## src/rtl/cpu_trace_buffer_pkg.sv

```systemverilog
// Shared types for the CPU trace buffer: FSM state encoding,
// data word width and the stored {PC, Inst, R} entry record.
package cpu_trace_buffer_pkg;

    localparam int WORD_W = 32;

    typedef enum logic [1:0] {
        ST_IDLE  = 2'd0,
        ST_ARMED = 2'd1,
        ST_POST  = 2'd2,
        ST_DONE  = 2'd3
    } state_e;

    typedef struct packed {
        logic [WORD_W-1:0] pc;
        logic [WORD_W-1:0] inst;
        logic [WORD_W-1:0] r;
    } entry_t;

endpackage

```

## src/rtl/cpu_trace_buffer_trace_ram.sv

```systemverilog
// Trace storage: DEPTH x 96-bit, one synchronous write port and
// one asynchronous read port.
// Ports: Clk, i_we/i_waddr/i_wdata (write), i_raddr/o_rdata (read).
module trace_ram
    import cpu_trace_buffer_pkg::*;
#(
    parameter int DEPTH = 16,
    localparam int AW = $clog2(DEPTH)
) (
    input  logic          Clk,
    input  logic          i_we,
    input  logic [AW-1:0] i_waddr,
    input  entry_t        i_wdata,
    input  logic [AW-1:0] i_raddr,
    output entry_t        o_rdata
);

    entry_t r_mem [DEPTH];

    always_ff @(posedge Clk) begin
        if (i_we) begin
            r_mem[i_waddr] <= i_wdata;
        end
    end

    assign o_rdata = r_mem[i_raddr];

endmodule

```

## src/rtl/cpu_trace_buffer.sv

```systemverilog
// Circular capture buffer for the CPU retired-instruction stream.
// Ports: Clk/Rst_n; PC/Inst/R sample inputs; Arm, Trig_En, Trig_PC
// trigger control; Rd_Valid/Rd_Ready/Rd_* show-ahead readout;
// Count, Overflow, State status.
module cpu_trace_buffer
    import cpu_trace_buffer_pkg::*;
#(
    parameter int DEPTH = 16,
    parameter int POST  = 4,
    localparam int AW = $clog2(DEPTH),
    localparam int CW = AW + 1
) (
    input  logic              Clk,
    input  logic              Rst_n,
    input  logic [WORD_W-1:0] PC,
    input  logic [WORD_W-1:0] Inst,
    input  logic [WORD_W-1:0] R,
    input  logic              Arm,
    input  logic              Trig_En,
    input  logic [WORD_W-1:0] Trig_PC,
    output logic              Rd_Valid,
    input  logic              Rd_Ready,
    output logic [WORD_W-1:0] Rd_PC,
    output logic [WORD_W-1:0] Rd_Inst,
    output logic [WORD_W-1:0] Rd_R,
    output logic [CW-1:0]     Count,
    output logic              Overflow,
    output logic [1:0]        State
);

    localparam logic [CW-1:0] L_FULL = CW'(DEPTH);
    localparam logic [CW-1:0] L_POST = CW'(POST);
    localparam logic [CW-1:0] L_ONE  = CW'(1);

    state_e        r_state, w_state_nxt;
    logic [AW-1:0] r_wr_ptr, w_wr_ptr_nxt;
    logic [AW-1:0] r_rd_ptr, w_rd_ptr_nxt;
    logic [CW-1:0] r_count, w_count_nxt;
    logic [CW-1:0] r_post, w_post_nxt;
    logic          r_ovf, w_ovf_nxt;

    logic          w_we;
    logic [AW-1:0] w_waddr;
    entry_t        w_wdata;
    entry_t        w_rdata;
    logic          w_full;
    logic          w_hit;
    logic          w_rd_valid;

    assign w_wdata    = '{pc: PC, inst: Inst, r: R};
    assign w_full     = (r_count == L_FULL);
    assign w_hit      = Trig_En && (PC == Trig_PC);
    assign w_rd_valid = (r_state == ST_DONE) && (r_count != '0);

    trace_ram #(
        .DEPTH (DEPTH)
    ) u_ram (
        .Clk     (Clk),
        .i_we    (w_we),
        .i_waddr (w_waddr),
        .i_wdata (w_wdata),
        .i_raddr (r_rd_ptr),
        .o_rdata (w_rdata)
    );

    always_ff @(posedge Clk or negedge Rst_n) begin
        if (!Rst_n) begin
            r_state  <= ST_IDLE;
            r_wr_ptr <= '0;
            r_rd_ptr <= '0;
            r_count  <= '0;
            r_post   <= '0;
            r_ovf    <= 1'b0;
        end else begin
            r_state  <= w_state_nxt;
            r_wr_ptr <= w_wr_ptr_nxt;
            r_rd_ptr <= w_rd_ptr_nxt;
            r_count  <= w_count_nxt;
            r_post   <= w_post_nxt;
            r_ovf    <= w_ovf_nxt;
        end
    end

    always_comb begin
        w_state_nxt  = r_state;
        w_wr_ptr_nxt = r_wr_ptr;
        w_rd_ptr_nxt = r_rd_ptr;
        w_count_nxt  = r_count;
        w_post_nxt   = r_post;
        w_ovf_nxt    = r_ovf;
        w_we         = 1'b0;
        w_waddr      = r_wr_ptr;

        unique case (r_state)
            ST_IDLE: begin
                if (Arm) begin
                    w_state_nxt  = ST_ARMED;
                    w_wr_ptr_nxt = '0;
                    w_rd_ptr_nxt = '0;
                    w_count_nxt  = '0;
                    w_post_nxt   = '0;
                    w_ovf_nxt    = 1'b0;
                end
            end

            ST_ARMED, ST_POST: begin
                w_we = 1'b1;
                if (Arm) begin
                    // Restart: this cycle's sample becomes entry 0.
                    w_waddr      = '0;
                    w_state_nxt  = ST_ARMED;
                    w_wr_ptr_nxt = AW'(1);
                    w_rd_ptr_nxt = '0;
                    w_count_nxt  = L_ONE;
                    w_post_nxt   = '0;
                    w_ovf_nxt    = 1'b0;
                end else begin
                    w_wr_ptr_nxt = r_wr_ptr + 1'b1;
                    // Full: oldest entry is overwritten, so the
                    // read pointer follows the write pointer.
                    if (w_full) begin
                        w_rd_ptr_nxt = r_rd_ptr + 1'b1;
                        w_ovf_nxt    = 1'b1;
                    end else begin
                        w_count_nxt = r_count + 1'b1;
                    end

                    if (r_state == ST_ARMED) begin
                        if (w_hit) begin
                            if (POST == 0) begin
                                w_state_nxt = ST_DONE;
                            end else begin
                                w_state_nxt = ST_POST;
                                w_post_nxt  = L_POST;
                            end
                        end
                    end else begin
                        w_post_nxt = r_post - 1'b1;
                        if (r_post == L_ONE) begin
                            w_state_nxt = ST_DONE;
                        end
                    end
                end
            end

            ST_DONE: begin
                if (r_count == '0) begin
                    w_state_nxt = ST_IDLE;
                end else if (Rd_Ready) begin
                    w_rd_ptr_nxt = r_rd_ptr + 1'b1;
                    w_count_nxt  = r_count - 1'b1;
                    if (r_count == L_ONE) begin
                        w_state_nxt = ST_IDLE;
                    end
                end
            end

            default: begin
                w_state_nxt = ST_IDLE;
            end
        endcase
    end

    assign Rd_Valid = w_rd_valid;
    assign Rd_PC    = w_rd_valid ? w_rdata.pc   : '0;
    assign Rd_Inst  = w_rd_valid ? w_rdata.inst : '0;
    assign Rd_R     = w_rd_valid ? w_rdata.r    : '0;
    assign Count    = r_count;
    assign Overflow = r_ovf;
    assign State    = r_state;

endmodule
```

## config.mk

```make
export PLATFORM = sky130hd
export DESIGN_NAME = cpu_trace_buffer
export DESIGN_NICKNAME = d
export VERILOG_FILES = /design/src/rtl/cpu_trace_buffer_pkg.sv /design/src/rtl/cpu_trace_buffer_trace_ram.sv /design/src/rtl/cpu_trace_buffer.sv
export SDC_FILE = /design/constraint.sdc
export NUM_CORES = 1
export LEC_CHECK = 0
export BUFFER_PORTS_ARGS = -buffer_cell sky130_fd_sc_hd__buf_2
export CELL_PAD_IN_SITES_DETAIL_PLACEMENT = 1
export CELL_PAD_IN_SITES_GLOBAL_PLACEMENT = 1
export CORE_AREA = 5 5 394 396
export CTS_CLUSTER_SIZE = 40
export DETAILED_ROUTE_END_ITERATION = 10
export DIE_AREA = 0 0 399 401
export MAX_ROUTING_LAYER = met4
export PLACE_DENSITY_LB_ADDON = 0.05
export SYNTH_ARGS = -nofsm -noshare
export SYNTH_HDL_FRONTEND = slang
export SYNTH_SLANG_ARGS = --single-unit
```

## constraint.sdc

```tcl
create_clock -name Clk -period 12.6 [get_ports Clk]
set_clock_uncertainty 0.05 [all_clocks]
set_input_delay 2.52 -clock Clk [delete_from_list [all_inputs] [get_ports Clk]]
set_output_delay 2.52 -clock Clk [all_outputs]
set_load 0.02 [all_outputs]
```

After elaboration in Yosys (flattened, before gate mapping)
Memories as Yosys holds them, arrays and structs flattened.
Index checks and enable logic that the tools add are counted.
- add/subtract/negate cells: 5
- equality and inequality tests: 16
- mux-type cells: 39
- reductions and logical operators: 12
- operator list (kind ; number):
    32-bit two-way mux ; 3
    5-bit two-way mux ; 8
    32-bit == test ; 1
    4-bit two-way mux ; 8
    2-bit two-way mux ; 8
    5-bit one-hot mux with 3 select lines ; 1
    4-bit one-hot mux with 3 select lines ; 1
    5-bit by 1-bit == test with 1-bit output, second input constant ; 2
    5-bit one-hot mux with 2 select lines ; 1
    5-bit by 1-bit subtractor with 5-bit output, second input constant ; 2
    4-bit by 1-bit adder with 4-bit output, second input constant ; 2
    4-bit inequality test, second input constant ; 2
    4-bit one-hot mux with 2 select lines ; 1
    4-bit AND reduction ; 2
    1-bit two-way mux ; 6
    2-bit inequality test, second input constant ; 3
    3-bit inequality test, second input constant ; 2
    2-bit one-hot mux with 3 select lines ; 1
    3-bit AND reduction ; 2
    5-bit by 1-bit adder with 5-bit output, second input constant ; 1
    5-bit == test, second input constant ; 1
    5-bit zero test ; 1
    5-bit AND reduction ; 1
    5-bit nonzero test ; 1
    9 further kinds ; 11
- register bits after elaboration: 21
- bits in writable memories: 1536
- input bits: 133
- logic and storage cells: 79
- memories kept: 1
- memory list (memory ; words ; width ; rd ports ; clocked after memory_dff ; wr ports ; RTL line ; RTL):
    u_ram.r_mem ; 16 ; 96 ; 1 ; 0 ; 1 ; cpu_trace_buffer_trace_ram.sv:18 ; entry_t r_mem [DEPTH];

Depth between registers and ports, before layout
Gate-level depths: netlist of the first run.
- depth in word-level cells: 6
- gate-level depth with buffers: 9
- mapped depth without buffers: 8

By module
A second synthesis of the first run with hierarchy kept.
- cell total of the unflattened synthesis: 2689
- area, all modules: 59887.4 µm²
- by module, submodules not included (module ; times used ; cells each ; area each (µm²)):
    trace_ram ; 1 ; 2364 ; 57433.8
    cpu_trace_buffer ; 1 ; 325 ; 2453.6

Least setup slack after synthesis of the first run
OpenSTA, ideal clock, no wires.
- kind: input to register
- start point: input Arm
- end point: memory u_ram.r_mem[2][0] (netlist name) (enable)
- setup time: 786 ps
- arrival: 11972 ps
- required time: 11764 ps
- path slack: -209 ps
- stages on the path: 3
- buffers on the path: 1
- cell sequence: nand2b_1 > clkbuf_1 > nor4_1
- cells in the longest elaborated chain, start to end: 2
- RTL lines (what ; RTL line ; RTL):
    from (decl) ; cpu_trace_buffer.sv:18 ; input logic Arm,
    4-bit two-way mux ; -- ;
    4-bit two-way mux ; cpu_trace_buffer.sv:94 ; unique case (r_state)
    to (decl) ; cpu_trace_buffer_trace_ram.sv:18 ;
No other way between the ends.

Worst setup path after layout of the first run
- start point: register r_rd_ptr[0]
- end point: output Rd_R[30]
- cells in the longest elaborated chain, start to end: 2
- RTL lines (what ; RTL line ; RTL):
    from (decl) ; cpu_trace_buffer.sv:37 ; logic [AW-1:0] r_rd_ptr, w_rd_ptr_nxt;
    from (signal assigned) ; cpu_trace_buffer.sv:77 ; r_rd_ptr <= w_rd_ptr_nxt;
    memory read 16 x 96 bit ; -- ;
    32-bit two-way mux ; cpu_trace_buffer.sv:167 ; assign Rd_R = w_rd_valid ? w_rdata.r : '0;
    to (decl) ; cpu_trace_buffer.sv:25 ; output logic [WORD_W-1:0] Rd_R,
No other way between the ends.

==> Implementation_results.wiki, run 1 <==
{| class="wikitable"
! Metric !! Value
|-
| Status || completed
|-
| CTS tree || yes
|-
| Number of input and output port buffers inserted || between 200 and 250
|-
| Multi-input gate area in the final layout || roughly 0.013 sq mm
|-
| Vert. Die Dim || about 400 um
|-
| Final Net Count || 2,958
|-
| Post-detailed-routing wire length || between 150,000 and 200,000 um
|-
| Drt initial violations || 2,295
|-
| Worst path required time || roughly 10 ns
|-
| CTS clk-pin slew, worst paths || approximately 0.060 ns
|-
| Number of distinct library cells after synthesis || 45
|-
| Pwr per Cell Area || around 200 mW/mm^2
|-
| Area inside the core boundary || roughly 0.15 sq mm
|-
| Post-synth ARST share || 1.35%
|-
| Area overhead of the layout relative to synthesis || 14.9%
|-
| Number of endpoints with negative hold slack in the final report || 0
|-
| Syn. warnings || 0
|-
| Antenna-violating nets left || 0
|-
| Detailed-route via count || 28,000
|-
| Routed length per instance || ~32 um
|-
| Cell area after synthesis || around 0.06 sq mm
|-
| Startpoint-to-endpoint class of the critical path || flop to primary output
|-
| Initial antenna violation count || 30
|-
| Kind of start point of the critical path || flop
|-
| Number of placed cells counting well taps || 4,673
|-
| Critical Path Sink Type || primary output
|-
| Number of cells in the finished layout apart from fillers || ~5,000
|-
| Arrival time of the worst setup path || about 5 ns
|-
| Minimum setup slack among reg-to-reg paths || 8.41 ns
|-
| Layout cells sized above 1 || around 35%
|-
| Final total negative setup slack || 0 ns
|-
| Latest clock arrival within the worst-skew pair || a little under 0.8 ns
|-
| Clk sinks || 1,557
|-
| Clock share of power || around a third
|-
| Number of slew-limit violations in the final report || 0
|-
| # resized after CTS || 0
|-
| Post-synth EDFFs || roughly 1,500
|-
| Portion of the post-synthesis area used by sequential elements || a little under 80%
|-
| Detailed-route vias per instance || approximately 5.6
|-
| Critical Path Slowest Stage Cell || dfrtp_4
|-
| Setup repair after global routing missed its margin || no
|-
| LEAKAGE || between 20 and 25 nW
|-
| Syn Inst Count || between 2,000 and 2,500
|-
| Slew headroom || around 20%
|-
| Placer Congestion || roughly 0.73
|-
| Max clock buf depth || 3
|-
| Register share of total power || between 40% and 50%
|-
| Maximum VDD drop || about 250 uV
|-
| #FFs+latches synth || 1,557
|-
| Number of design rule violations left after detail routing || 0
|-
| Die area || roughly 0.16 sq mm
|-
| Die span in x || 399 um
|-
| Wire length of the first global-routing pass || roughly 230,000 um
|-
| Comb power frac || a little under a quarter
|-
| CTS H-tree depth || 4
|-
| Cell row count || between 100 and 150
|-
| Flip-flop and latch area || 0.0467 sq mm
|-
| Filler cell count || between 10,000 and 15,000
|-
| Syn nets || about 2,600
|-
| Maximum number of pins on one net before global-route repair || 135
|-
| Transition time of the tightest slew-check pin || roughly 1.2 ns
|-
| Master cell of the clock root buffer || clkbuf_16
|-
| Per-instance average area after synthesis || ~24 sq um
|-
| Global route total overflow || 0
|-
| Via count of the first global-routing pass || between 30,000 and 40,000
|-
| Highest cell delay on the worst timing path || just over 0.9 ns
|-
| Classification of the worst-slack hold path || flop to flop
|-
| Final critical delay including setup and external delays || about 7.6 ns
|-
| Max FO, Critical Path || 48
|-
| Critical Path, Cell by Cell || buf_4, buf_4, mux4_2, mux4_2, and3_1, buf_2
|-
| Cts-stage hold buffer count || 0
|-
| Number of setup violations in the final report || 0
|-
| Maximum achievable frequency || approximately 130 MHz
|-
| Initial standard-cell utilization of the core || around two fifths
|-
| Leading register cell type out of synthesis || edfxtp_1
|-
| Number of buffers created by CTS || 167
|-
| I/O pin total || ~240
|-
| Number of detailed-route iterations in the first pass || 5
|-
| Internal cell power || roughly 10 mW
|-
| Final worst-path cycle share || between 60% and 70%
|-
| Reported net switching power || 3.93 mW
|-
| MaxCap Viol Count || 0
|-
| All-layer global routing usage || roughly a fifth
|-
| HPWL after detailed placement || 75,800 um
|-
| Post-CTS Setup Inserts || 0
|-
| Switching part of the total power || 27.7%
|}
[worst paths after layout]
check / cells past startpoint / endpoint / from
setup / recovery: 6 / Rd_R[30] / r_rd_ptr[0]
hold / removal: 1 / r_post[1] / r_post[1]
setup reg to reg: 8 / u_ram.r_mem[3][75] / State[0]
hold reg to reg: 1 / r_post[1] / r_post[1]
max in group asynchronous: 1 / r_rd_ptr[3] / Rst_n
min in group asynchronous: 1 / Count[4] / Rst_n
[metrics by stage]
step	utilization [%]	instance area, sq um	setup slack [ns]	hold WS, ns	power, mW
3_3_place_gp	42.2	63900	5.60	0.463	9.57
3_5_place_dp	42.2	63900	5.55	0.489	9.65
6_report	45.7	69100	4.98	0.498	14.2
5_1_grt	45.7	69100	4.52	0.532	14.8
2_1_floorplan	-	60200	-0.209	0.445	8.57
4_1_cts	45.7	69100	4.70	0.501	14.4
[cell type report]
cell class	instances	share of cell area, %
tap	2030	3.67
multi-input combinational	782	18.6
antenna	12	0.0434
clock inverter	87	1.10
inverter	19	0.103
clock buffer	213	6.48
sequential	1557	67.5
timing repair buffer	285	2.47
[metal layers]
layer | track usage [%] | vias to the layer above | share of wire [%]
met5 | - | - | 0
met1 | 28.4 | 15600 | 45
met2 | 32.2 | 745 | 49
met3 | 3.82 | 201 | 5.1
met4 | 4.22 | 0 | 1.5
li1 | - | 11400 | -
[registers in the layout, indices dropped and copies added, names as in the netlist]
name / flops
Count: 5
Overflow: 1
r_wr_ptr: 4
r_rd_ptr: 4
r_post: 5
u_ram.r_mem: 1536
State: 2
[cells in the mapped netlist (all sizes together) (2+ instances only)]
| cell type | instances | area share (%) |
|---|---|---|
| buf | 56 | 0.64 |
| nand2b | 4 | 0.042 |
| mux2 | 4 | 0.075 |
| mux4 | 480 | 18 |
| a21o | 2 | 0.025 |
| xnor2 | 23 | 0.33 |
| edfxtp | 1536 | 77 |
| nand4 | 7 | 0.073 |
| o22ai | 2 | 0.021 |
| nand3 | 9 | 0.075 |
| o21ai | 15 | 0.12 |
| ha | 13 | 0.27 |
| nor4b | 2 | 0.029 |
| nor3 | 9 | 0.075 |
| o2bb2ai | 2 | 0.029 |
| clkbuf | 84 | 0.52 |
| nor4 | 5 | 0.052 |
| xor2 | 7 | 0.10 |
| and2 | 2 | 0.021 |
| mux2i | 2 | 0.033 |
| a211oi | 4 | 0.050 |
| nor2 | 29 | 0.18 |
| a22oi | 3 | 0.037 |
| dfrtp | 21 | 0.87 |
| o31ai | 4 | 0.050 |
| inv | 19 | 0.12 |
| a31oi | 3 | 0.031 |
| nand2 | 23 | 0.14 |
| a21oi | 16 | 0.13 |
| and3 | 98 | 1.0 |
| a221oi | 2 | 0.029 |
| nor2b | 3 | 0.031 |
[layout by cell type, fill, tap and decap left out, types with 20 or more instances in the layout]
cell          n
clkbuf_1     40
and3_1       98
nor2_1       20
edfxtp_1   1536
clkinv_2     30
clkinv_1     33
mux4_2      480
nand2_1      22
xnor2_1      23
buf_2       237
clkbuf_16   173
buf_4        35
[kinds of logic after synthesis]
kind of cell | synth area share, %
and+or+nand+nor | 1.80
AOI/OAI and AO/OA | 0.589
muxes | 18.1
DFF | 77.5
buffers and inverters | 1.29
adders and majority gates | 0.270
xor gates and xnor gates | 0.437
[power by group through the flow]
stage / clock network [mW] / registers [mW] / logic (mW)
after floorplan: 0 / 6.33 / 2.25
after global routing: 5.09 / 6.28 / 3.43
after global placement: 0 / 6.34 / 3.23
after detailed placement: 0 / 6.36 / 3.28
after CTS: 4.85 / 6.25 / 3.29
final: 4.72 / 6.25 / 3.21
[critical path: cells and delay by family (launching register included)]
kind	cells	cell delay, ns
flip-flops	1	0.91
multiplexers	2	1.11
AND/OR/NAND/NOR	1	0.21
buffers and inverters	3	1.95
(Power assumes the default switching activity.)
==> inputs of run 2 (changes only) <==
==> constraint.sdc (replaced) <==
create_clock -name Clk -period 6.6 [get_ports Clk]
set_clock_uncertainty 0.05 [all_clocks]
set_input_delay 1.32 -clock Clk [delete_from_list [all_inputs] [get_ports Clk]]
set_output_delay 1.32 -clock Clk [all_outputs]
set_load 0.02 [all_outputs]
==> Implementation_results.wiki, run 2 (synthesis results as in run 1) <==
{| class="wikitable"
! Metric !! Value
|-
| Global route total overflow || 0 (unchanged)
|-
| Final total negative setup slack || 0 ns (unchanged)
|-
| Initial antenna violation count || 24 (-20%)
|-
| Largest register FFs || 1,536 (unchanged)
|-
| Critical Path Sink Type || primary output
|-
| Number of setup violations in the final report || 0 (unchanged)
|-
| Classification of the worst-slack hold path || primary input to async pin
|-
| Total chip power || 27.1 mW (+91%)
|-
| Vert. Die Dim || 401 um (unchanged)
|-
| Antenna-violating nets left || 0 (unchanged)
|-
| Commonest non-fill, non-tap cell in the layout || edfxtp_1
|-
| Number of input and output port buffers inserted || 237 (unchanged)
|-
| Slew headroom || 29.7% (+9.7 points)
|-
| Number of slew-limit violations in the final report || 0 (unchanged)
|-
| Largest delay share family, worst path || multiplexers
|-
| Pwr per Cell Area || 390 mW/mm^2 (+90%)
|-
| Drt initial violations || 2,264 (-1.4%)
|-
| CTS tree || yes
|-
| Setup repair after global routing missed its margin || no
|-
| CTS clk-pin slew, worst paths || 0.06 ns (about the same)
|-
| Via count of the first global-routing pass || 30,700 (+0.77%)
|-
| Maximum VDD drop || 335 uV (+33%)
|-
| Initial standard-cell utilization of the core || 39.8% (unchanged)
|-
| Area overhead of the layout relative to synthesis || 15.6%
|-
| Detailed-route via count || 28,100 (+0.35%)
|-
| Filler cell count || 13,500 (+0.11%)
|-
| # resized after CTS || 0 (unchanged)
|-
| Layout cells sized above 1 || 34.9% (+0.21 points)
|-
| Maximum number of pins on one net before global-route repair || 85 (-37%)
|-
| Die span in x || 399 um (unchanged)
|-
| Launch instance of the worst register-to-register path || State[0]
|-
| Post-CTS Setup Inserts || 0 (unchanged)
|-
| Clk sinks || 1,557 (unchanged)
|-
| Cell row count || 143 (unchanged)
|-
| Number of detailed-route iterations in the first pass || 7 (+2)
|-
| Placer Congestion || 0.742 (+1.7%)
|-
| Critical Path, Cell by Cell || buf_12, mux4_2, mux4_2, and3_1, buf_2
|-
| Post-detailed-routing wire length || 161,000 um (+1.0%)
|-
| CTS H-tree depth || 4 (unchanged)
|-
| Largest reg by FF count || u_ram.r_mem
|-
| Startpoint-to-endpoint class of the critical path || flop to primary output
|-
| Arrival time of the worst setup path || 3.80 ns (-1.25 ns)
|-
| Max FO, Critical Path || 84 (+75%)
|-
| Highest cell delay on the worst timing path || 0.74 ns (-0.17 ns)
|-
| Number of endpoints with negative hold slack in the final report || 0 (unchanged)
|-
| Master cell of the clock root buffer || clkbuf_16
|-
| Detailed-route vias per instance || 5.61 (about the same)
|-
| Number of buffers and inverters on the critical path || 2 (-1)
|-
| Max clock buf depth || 3 (unchanged)
|-
| Cts-stage hold buffer count || 0 (unchanged)
|-
| Kind of start point of the critical path || flop
|-
| Die area || 0.160 sq mm (unchanged)
|-
| Transition time of the tightest slew-check pin || 1.05 ns (-0.145 ns)
|-
| Leading cell types in the layout, fill and taps excluded || edfxtp_1, mux4_2, buf_2
|-
| Critical Path Start || r_rd_ptr[0]
|-
| Final Net Count || 2,978 (+0.68%)
|-
| Worst path required time || 5.23 ns (-4.80 ns)
|-
| Number of buffers created by CTS || 168 (+0.60%)
|-
| HPWL after detailed placement || 82,100 um (+8.3%)
|-
| Final worst-path cycle share || around four fifths
|-
| MaxCap Viol Count || 0 (unchanged)
|-
| Latest clock arrival within the worst-skew pair || 0.78 ns (about the same)
|-
| Maximum achievable frequency || 194 MHz
|-
| Critical Path Slowest Stage Cell || dfrtp_4
|-
| Final cell utilization of the core || 46.0% (+0.27 points)
|-
| I/O pin total || 238 (unchanged)
|-
| Number of design rule violations left after detail routing || 0 (unchanged)
|-
| Routed length per instance || 32.1 um (+0.60%)
|-
| Area inside the core boundary || 0.151 sq mm (unchanged)
|-
| Wire length of the first global-routing pass || 230,000 um (+1.4%)
|-
| Final critical delay including setup and external delays || about 5.2 ns
|-
| LEAKAGE || 21.9 nW (+0.59%)
|-
| Most repeated library cell on the critical path || mux4_2
|-
| All-layer global routing usage || 20.8% (+0.28 points)
|-
| Status || completed
|}
[run 2: changes by cell type in the layout (fill, tap and decap cells not counted), moves of 2 or more]
cell       change
inv_6          +2
diode_2        -3
bufinv_16      -3
buf_12        +23
clkinv_2       -2
clkinv_1       +6
buf_4          -4
nor3_4         +3
clkinv_8       -3
nor4_4         +3
nor3_2         -3
clkbuf_1       +4
nor4_2         -3
[run 2: path summary, 6_finish.rpt]
check / depth (start not counted) / to / slack (ns)
min in group Clk: 1 / r_post[1] / 0.49
min reg2reg: 1 / r_post[1] / 0.49
min: 1 / Count[3] / 0.48
max reg2reg: 6 / u_ram.r_mem[11][55] / 2.65
max in group asynchronous: 1 / r_rd_ptr[2] / 5.59
max: 5 / Rd_PC[4] / 1.43
[run 2: layout make-up]
class / count / area, sq um / area share [%]
multi-input cells: 782 / 12900 / 18.6
inverters: 19 / 71.3 / 0.103
diodes: 9 / 22.5 / 0.0324
flip-flops and latches: 1557 / 46700 / 67.1
well taps: 2030 / 2540 / 3.65
repair buffers: 304 / 2140 / 3.08
clock inverters: 88 / 671 / 0.964
clock buffers: 218 / 4510 / 6.48
[run 2: power by group]
part | switching (mW) | internal (mW) | leakage, nW
combinational | 3.48 | 2.78 | 5.21
sequential | 0.337 | 11.6 | 14.2
clock | 3.78 | 5.15 | 2.54
total | 7.59 | 19.5 | 21.9
[run 2: worst register-to-register path, cell delays in order (launching register included)]
cell and delay, ns:
dfrtp_1 0.51, inv_1 0.09, ha_1 0.48, nor2b_1 0.62
nand3_1 0.46, nor2_4 0.91, buf_4 0.48
[run 2: per-stage QoR]
step                      std cells  worst slack (ns)  hold slack, ns  area [sq um]
after global routing           5005              1.24           0.485         69500
after detailed placement       4692              2.17           0.480         64300
after floorplan                2498            -0.972           0.445         60200
final                          5007              1.43           0.484         69500
after CTS                      4998              1.36           0.432         69500
after global placement         4692              2.22           0.464         64300
[run 2: layer usage]
| layer | wire [um] | track usage (%) | up-vias |
|---|---|---|---|
| met1 | 71000 | 28.8 | 15600 |
| met5 | 0 | - | - |
| met2 | 77800 | 32.5 | 764 |
| met3 | 8870 | 3.94 | 220 |
| li1 | - | - | 11500 |
| met4 | 2900 | 4.50 | 0 |
